### src/rtl/sprite_pixel_locator.sv
// sprite_pixel_locator: per-pixel object hit test against a double-buffered object table, with transparent colour merge
module sprite_pixel_locator #(
  parameter int          NUM_OBJ    = 4,
  parameter int          SPR_W      = 16,
  parameter int          SPR_AW     = 4,
  parameter logic [11:0] TRANSP_KEY = 12'hF0F
) (
  input  logic                       clk,
  input  logic                       rst_n,
  input  logic [9:0]                 pixel_x,
  input  logic [9:0]                 pixel_y,
  input  logic                       video_on,
  input  logic                       hsync_in,
  input  logic                       vsync_in,
  input  logic                       frame_tick,
  input  logic                       obj_we,
  input  logic [$clog2(NUM_OBJ)-1:0] obj_sel,
  input  logic [9:0]                 obj_x,
  input  logic [9:0]                 obj_y,
  input  logic [2:0]                 obj_idx,
  input  logic [11:0]                bg_color,
  output logic [SPR_AW-1:0]          rom_row,
  output logic [SPR_AW-1:0]          rom_col,
  output logic [2:0]                 rom_index,
  input  logic [11:0]                rom_color,
  output logic [11:0]                rgb,
  output logic                       hsync_out,
  output logic                       vsync_out
);
  logic [9:0]        sh_x   [NUM_OBJ];
  logic [9:0]        sh_y   [NUM_OBJ];
  logic [2:0]        sh_idx [NUM_OBJ];
  logic [9:0]        act_x  [NUM_OBJ];
  logic [9:0]        act_y  [NUM_OBJ];
  logic [2:0]        act_idx[NUM_OBJ];
  logic              hit, hit_d1, hit_d2, von_d1, von_d2;
  logic [2:0]        hit_idx;
  logic [SPR_AW-1:0] hit_row, hit_col;
  logic [2:0]        hs, vs;
  // Commit reads the pre-write shadow, so a same-cycle write waits for the next tick
  always_ff @(posedge clk or negedge rst_n)
    if (!rst_n) begin
      for (int i = 0; i < NUM_OBJ; i++) begin
        sh_x[i]    <= '0;
        sh_y[i]    <= '0;
        sh_idx[i]  <= '0;
        act_x[i]   <= '0;
        act_y[i]   <= '0;
        act_idx[i] <= '0;
      end
    end else begin
      if (frame_tick)
        for (int i = 0; i < NUM_OBJ; i++) begin
          act_x[i]   <= sh_x[i];
          act_y[i]   <= sh_y[i];
          act_idx[i] <= sh_idx[i];
        end
      if (obj_we) begin
        sh_x[obj_sel]   <= obj_x;
        sh_y[obj_sel]   <= obj_y;
        sh_idx[obj_sel] <= obj_idx;
      end
    end
  // Scan from the highest slot down so the lowest hitting slot wins; 11-bit bounds avoid wrap
  always_comb begin
    hit     = 1'b0;
    hit_idx = '0;
    hit_row = '0;
    hit_col = '0;
    for (int k = NUM_OBJ - 1; k >= 0; k--)
      if (video_on && act_idx[k] != 3'd0 &&
          pixel_x >= act_x[k] && {1'b0, pixel_x} < {1'b0, act_x[k]} + 11'(SPR_W) &&
          pixel_y >= act_y[k] && {1'b0, pixel_y} < {1'b0, act_y[k]} + 11'(SPR_W)) begin
        hit     = 1'b1;
        hit_idx = act_idx[k];
        hit_row = SPR_AW'(pixel_y - act_y[k]);
        hit_col = SPR_AW'(pixel_x - act_x[k]);
      end
  end
  always_ff @(posedge clk or negedge rst_n)
    if (!rst_n) begin
      rom_row   <= '0;
      rom_col   <= '0;
      rom_index <= '0;
      hit_d1    <= 1'b0;
      hit_d2    <= 1'b0;
      von_d1    <= 1'b0;
      von_d2    <= 1'b0;
      rgb       <= '0;
      hs        <= '1;
      vs        <= '1;
    end else begin
      rom_row   <= hit_row;
      rom_col   <= hit_col;
      rom_index <= hit_idx;
      hit_d1    <= hit;
      von_d1    <= video_on;
      hit_d2    <= hit_d1;
      von_d2    <= von_d1;
      rgb       <= !von_d2 ? 12'h000 : (hit_d2 && rom_color != TRANSP_KEY) ? rom_color : bg_color;
      hs        <= {hs[1:0], hsync_in};
      vs        <= {vs[1:0], vsync_in};
    end
  assign hsync_out = hs[2];
  assign vsync_out = vs[2];
endmodule

### config.mk
export PLATFORM = sky130hd
export DESIGN_NAME = sprite_pixel_locator
export DESIGN_NICKNAME = d
export VERILOG_FILES = /design/src/rtl/sprite_pixel_locator.sv
export SDC_FILE = /design/constraint.sdc
export NUM_CORES = 1
export LEC_CHECK = 0
export ABC_AREA = 1
export CAP_MARGIN = 25
export CORE_ASPECT_RATIO = 0.75
export CORE_MARGIN = 5
export CORE_UTILIZATION = 49
export DETAILED_ROUTE_END_ITERATION = 6
export PLACE_DENSITY = 0.66
export SLEW_MARGIN = 40
export SYNTH_ARGS = -nofsm -noshare
export SYNTH_HDL_FRONTEND = slang
export SYNTH_SLANG_ARGS = --single-unit
export TNS_END_PERCENT = 5
### constraint.sdc
create_clock -name clk -period 3 [get_ports clk]
set_input_delay 0.45 -clock clk [delete_from_list [all_inputs] [get_ports clk]]
set_output_delay 0.45 -clock clk [all_outputs]
set_load 0.05 [all_outputs]
# [Word level (Yosys, flattened, before mapping)]
# Index checks and enable logic that the tools add are counted.
[word_totals] reg_bits=217 input_bits=76 output_inout_bits=25 wordCells=121
[classes] n_addsub=16 order_cmp=18 n_eq_ne=1 mux=25 bitwise=1 reduce_logical=26
[ops] cell="$add A10 B5 Y11 const B" count=8
[ops] cell="$lt A10 B11 Y1" count=8
[ops] cell="$bwmux W40" count=2
[ops] cell="$ge A10 B10 Y1" count=8
[ops] cell="$mux W4" count=8
[ops] cell="$sub A4 B4 Y4" count=8
[ops] cell="$mux W12" count=2
[ops] cell="$logic_and A1 B1 Y1" count=22
[ops] cell="$demux W10 S2" count=1
[ops] cell="$mux W3" count=5
[ops] cell="$bwmux W12" count=1
[ops] cell="$ne A12 B12 Y1 const B" count=1
[ops] cell="$reduce_bool A3 Y1" count=4
[ops] cell="$mux W10" count=1
[ops] cell="$demux W3 S2" count=1
[ops] cell="$mux W1" count=4
[ops] cell="$ge A3 B3 Y1 const B" count=1
[ops] cell="$lt A3 B1 Y1 const B" count=1
[ops] cell="$not A2 Y3" count=1

# [Logic depth before layout (Yosys ltp)]
[logic_depth] ltp_word=10 ltp_mapped=18 depth_no_buf=18

# [Worst setup path before layout]
# Ideal clock, no wire load.
[synth_timing] kind="register to register" start="register act_x[24] (netlist bit)" end="register rom_col[0]" setup_ns=0.120 arrival_ns=2.065 t_required_ns=2.880 slack_ns=0.815 stages_incl_launch_ff=15 n_path_buf=1 period_less_slack_ns=2.185 cell_sequence="dfrtp_1 > ha_1 > nand3_1 > xor2_1 > ha_1 > a21oi_1 > nand3b_2 > nand2_2 > nor2_2 > nand3_2 > nor2_8 > nand2_4 > buf_6 > nand3_2 > a21oi_2"
[synth_between] elab_chain_cells=7 elab_cells_between_ends=9 cone_classes="add/sub: 1; order compare: 2; mux: 2; reduce/logical: 4"
[synth_rtl] element="start, declared" line_no="33" text="logic [9:0] act_x [NUM_OBJ];"
[synth_rtl] element="start signal, assigned by index" line_no="54" text="act_x[i] <= sh_x[i];"
[synth_rtl] element="$add A10 B5 Y11 or $ge A10 B10 Y1 (tied branches)" line_no="72" text="pixel_x >= act_x[k] && {1'b0, pixel_x} < {1'b0, act_x[k]} + 11'(SPR_W) &&"
[synth_rtl] element="$lt A10 B11 Y1 or $logic_and A1 B1 Y1 (tied branches)" line_no="72, 71"
[synth_rtl] element="$logic_and A1 B1 Y1 * (2 in a row)" line_no="72"
[synth_rtl] element="$logic_and A1 B1 Y1 *" line_no="73" text="pixel_y >= act_y[k] && {1'b0, pixel_y} < {1'b0, act_y[k]} + 11'(SPR_W)) begin"
[synth_rtl] element="$mux W4 * (2 in a row)" line_no="71" text="if (video_on && act_idx[k] != 3'd0 &&"
[synth_rtl] element="via hit_col[0]" line_no="38" text="logic [SPR_AW-1:0] hit_row, hit_col;"
[synth_rtl] element="end signal, assigned" line_no="94" text="rom_col <= hit_col;"
[synth_rtl] element="end, declared" line_no="23" text="output logic [SPR_AW-1:0] rom_col,"
# Mark *: on every way through the listed nets, which the timed path passes. The rest lies on a longest branch.
# A chain may end at the register's enable or synchronous reset.

# [Worst setup path after layout]
[layout_timing] start="register act_y[14] (netlist bit)" end="register rom_col[3]"
[layout_between] elab_chain_cells=6 elab_cells_between_ends=8 cone_classes="add/sub: 1; order compare: 2; mux: 3; reduce/logical: 2"
[layout_rtl] element="start, declared" line_no="34" text="logic [9:0] act_y [NUM_OBJ];"
[layout_rtl] element="start signal, assigned by index" line_no="55" text="act_y[i] <= sh_y[i];"
[layout_rtl] element="$add A10 B5 Y11 or $ge A10 B10 Y1 (tied branches)" line_no="73"
[layout_rtl] element="$lt A10 B11 Y1 or $logic_and A1 B1 Y1 (tied branches)" line_no="73, 72"
[layout_rtl] element="$logic_and A1 B1 Y1 *" line_no="73"
[layout_rtl] element="$mux W4 * (3 in a row)" line_no="71"
[layout_rtl] element="via hit_col[3]" line_no="38"
# Marks and branches as above.

==> metrics <==
min-delay src=vsync_in; Ys Warns=0; Initial Util=~49%; critical path endpoint category=flop; Net count, final=1851; Antenna diodes=0; commonest non-fill, non-tap cell in the layout=nand2_1; reg2reg end=rom_col[3]; Final HPWL DP=roughly 26 mm; final setup fails=0; area grow syn2layout=18.2%; sequential area share after synthesis=42.7%; Avg Inst Size Synth=around 8.4 sq um; RePlAce Congestion=approximately 0.9; Detail Route Antenna Nets=0; worst-skew pair later-pin latency=~540 ps; power per cell area=between 600 and 700 nW/um^2; arrival time at the worst endpoint=between 3000 and 4000 ps; min-delay worst type=input port to flop; Die Height=between 100 and 150 microns; syn nets=~1700; CP Launch Type=flop; final cycle utilization of the critical path=between 80 and 90%; IO Pins=101; min Tclk post-route=2610 ps; skew final=12.0 ps; cells on worst reg2reg path=13; Post-synth ARST share=between 90% and 100%; Final Util=58.4%; CTS root buf=clkbuf_16; R2R Setup Slk=roughly 400 ps; final setup margin=~400 ps; setup TNS=0 ps; Tot Pwr=~9.4 mW; VDD IR-drop max=~0.41 mV; synth unique cells=41; Lkg Pwr=7.34 nW; worst-margin pin slew=roughly 730 ps; unrepaired setup endpoints after global routing=false; slew margin rel.=50.9%; Global Route Usage Sum=approximately a quarter; core area=25800 sq um; number of global-route vias before repair=around 10000; Synth area leaders=dfrtp_1, ha_1, nand2_1; GRT Residual Overflow=0; Layout fillers=2366; most frequent cells in the layout=nand2_1, dfrtp_1, o21ai_0; area occupied by multi-input gates=~6400 sq um; clk sink count=between 200 and 250; share of cells above drive strength 1=7.76%; Reg area=approximately 5400 sq um; die area=just under 30000 sq um; fmax=between 0.3 and 0.4 GHz; Starting DRT DRC Count=847; First-pass DRT Iterations=7; Syn Inst Count=about 1500; CP Max Fanout=12; Yosys top cell by area=dfrtp_1; Worst Setup SP=act_y[14]; Reg clk slew, reported paths=~60 ps; pre-CTS setup slack=around 20 ps; antenna violations before repair=3; share of the synthesized area in the top cell type=41.4%; Synth Cell Area=~13000 sq um; WL/cell=17.3 microns; register bit total from synthesis=~220; Row Count=between 50 and 60; Max Cap Violations=0; CTS max path bufs=3; Resized cells post-CTS=0; main flop type after synthesis=dfrtp_1; global-route wire length before repair=54.9 mm; WS Path Type=flop to flop; pin count of the biggest net entering global routing=94; # hold bufs at CTS=1; post-CTS setup buffer count=0; Worst R2R Start=act_y[14]; DRC=0; Post-synth EDFFs=0; Die X-Extent=196 microns; worst setup path endpoint=rom_col[3]; Crit path required time=3420 ps; CTS tree=done; final WL=between 30 and 40 mm; PortBufs=100; Pins Over Slew Limit=0; H-tree depth=1; total CTS buffers=24; final hold vios=0; Via-to-Cell Ratio=between 5 and 6; DR vias=about 11000; status=finished clean
[kinds of logic after synthesis]
kind of cell	share of synthesized area, %
compound gates	11.4
xor+xnor	3.16
fa+ha+maj	14.6
buf+inv	7.02
flops	42.7
mux	0.707
simple gates	20.4
[worst max-delay path, cell delays in order (launching register included)]
cell and delay (ps):
dfrtp_1 410, ha_1 260, nand3_1 110, xor2_1 200, ha_1 270, a21oi_1 140, nand3b_1 110, nand3_1 130
nor2_2 160, nand3_2 320, nand2_1 170, nand3_1 80, nand2_1 70, nand2_1 40
[state kept, by name, summed over array words and instances (netlist names), 3 cells and up]
| name | flops |
|---|---|
| vs | 3 |
| rom_col | 4 |
| act_x | 40 |
| act_idx | 12 |
| sh_idx | 12 |
| sh_x | 40 |
| rgb | 12 |
| sh_y | 40 |
| rom_index | 3 |
| rom_row | 4 |
| hs | 3 |
| act_y | 40 |
[per-layer routing]
| layer | track usage (%) | vias to the layer above | wire length (microns) |
|---|---|---|---|
| met3 | 3.62 | 35 | 2580 |
| met1 | 39.6 | 4971 | 18200 |
| met2 | 31.7 | 319 | 13200 |
| met4 | 4.26 | 0 | 468 |
| li1 | - | 5188 | - |
| met5 | 0 | - | 0 |
[final cells by class]
class,count,share of cell area [%]
repair buffers,132,8.44
clock buffers,36,4.75
well taps,344,2.86
flip-flops and latches,217,36.1
multi-input cells,1069,42.5
inverters,187,4.66
clock inverters,8,0.656
[cell usage after synthesis (all sizes together) (3+ instances only)]
library cell	n
xor2	33
nand4	39
a211oi	4
inv	186
clkbuf	38
fa	8
a31oi	3
nand3	58
mux2	8
buf	7
nor3	10
a21oi	53
dfrtp	211
o21a	5
nor2	108
nand3b	9
a21o	5
o21ai	205
nand2	366
xnor2	13
ha	136
dfstp	6
[worst min path at each step]
| stage | end | slack (ps) | depth (start not counted) |
|---|---|---|---|
| 6_report | vs[0] | 320 | 1 |
| 5_1_grt | hs[0] | 310 | 1 |
| 4_1_cts | hs[0] | 300 | 1 |
| 3_5_place_dp | hit_d2 | 340 | 0 |
| 3_3_place_gp | von_d2 | 330 | 0 |
| 2_1_floorplan | act_idx[0] | 150 | 0 |
[metrics by stage]
step,cells,hold WS (ps),cell area (sq um)
after global placement,1948,334,14200
after detailed placement,1948,337,14200
after floorplan,1518,154,12700
final,1993,316,15100
after global routing,1993,306,15100
after CTS,1993,303,15100
[report_power, final]
| group | total (mW) | switching (mW) | internal, mW | leakage, nW |
|---|---|---|---|---|
| Clock | 2.99 | 1.24 | 1.75 | 0.394 |
| Sequential | 3.67 | 0.287 | 3.38 | 2.74 |
| Combinational | 2.69 | 1.69 | 1.00 | 4.21 |
No activity file was read; power rests on OpenSTA's default activity.
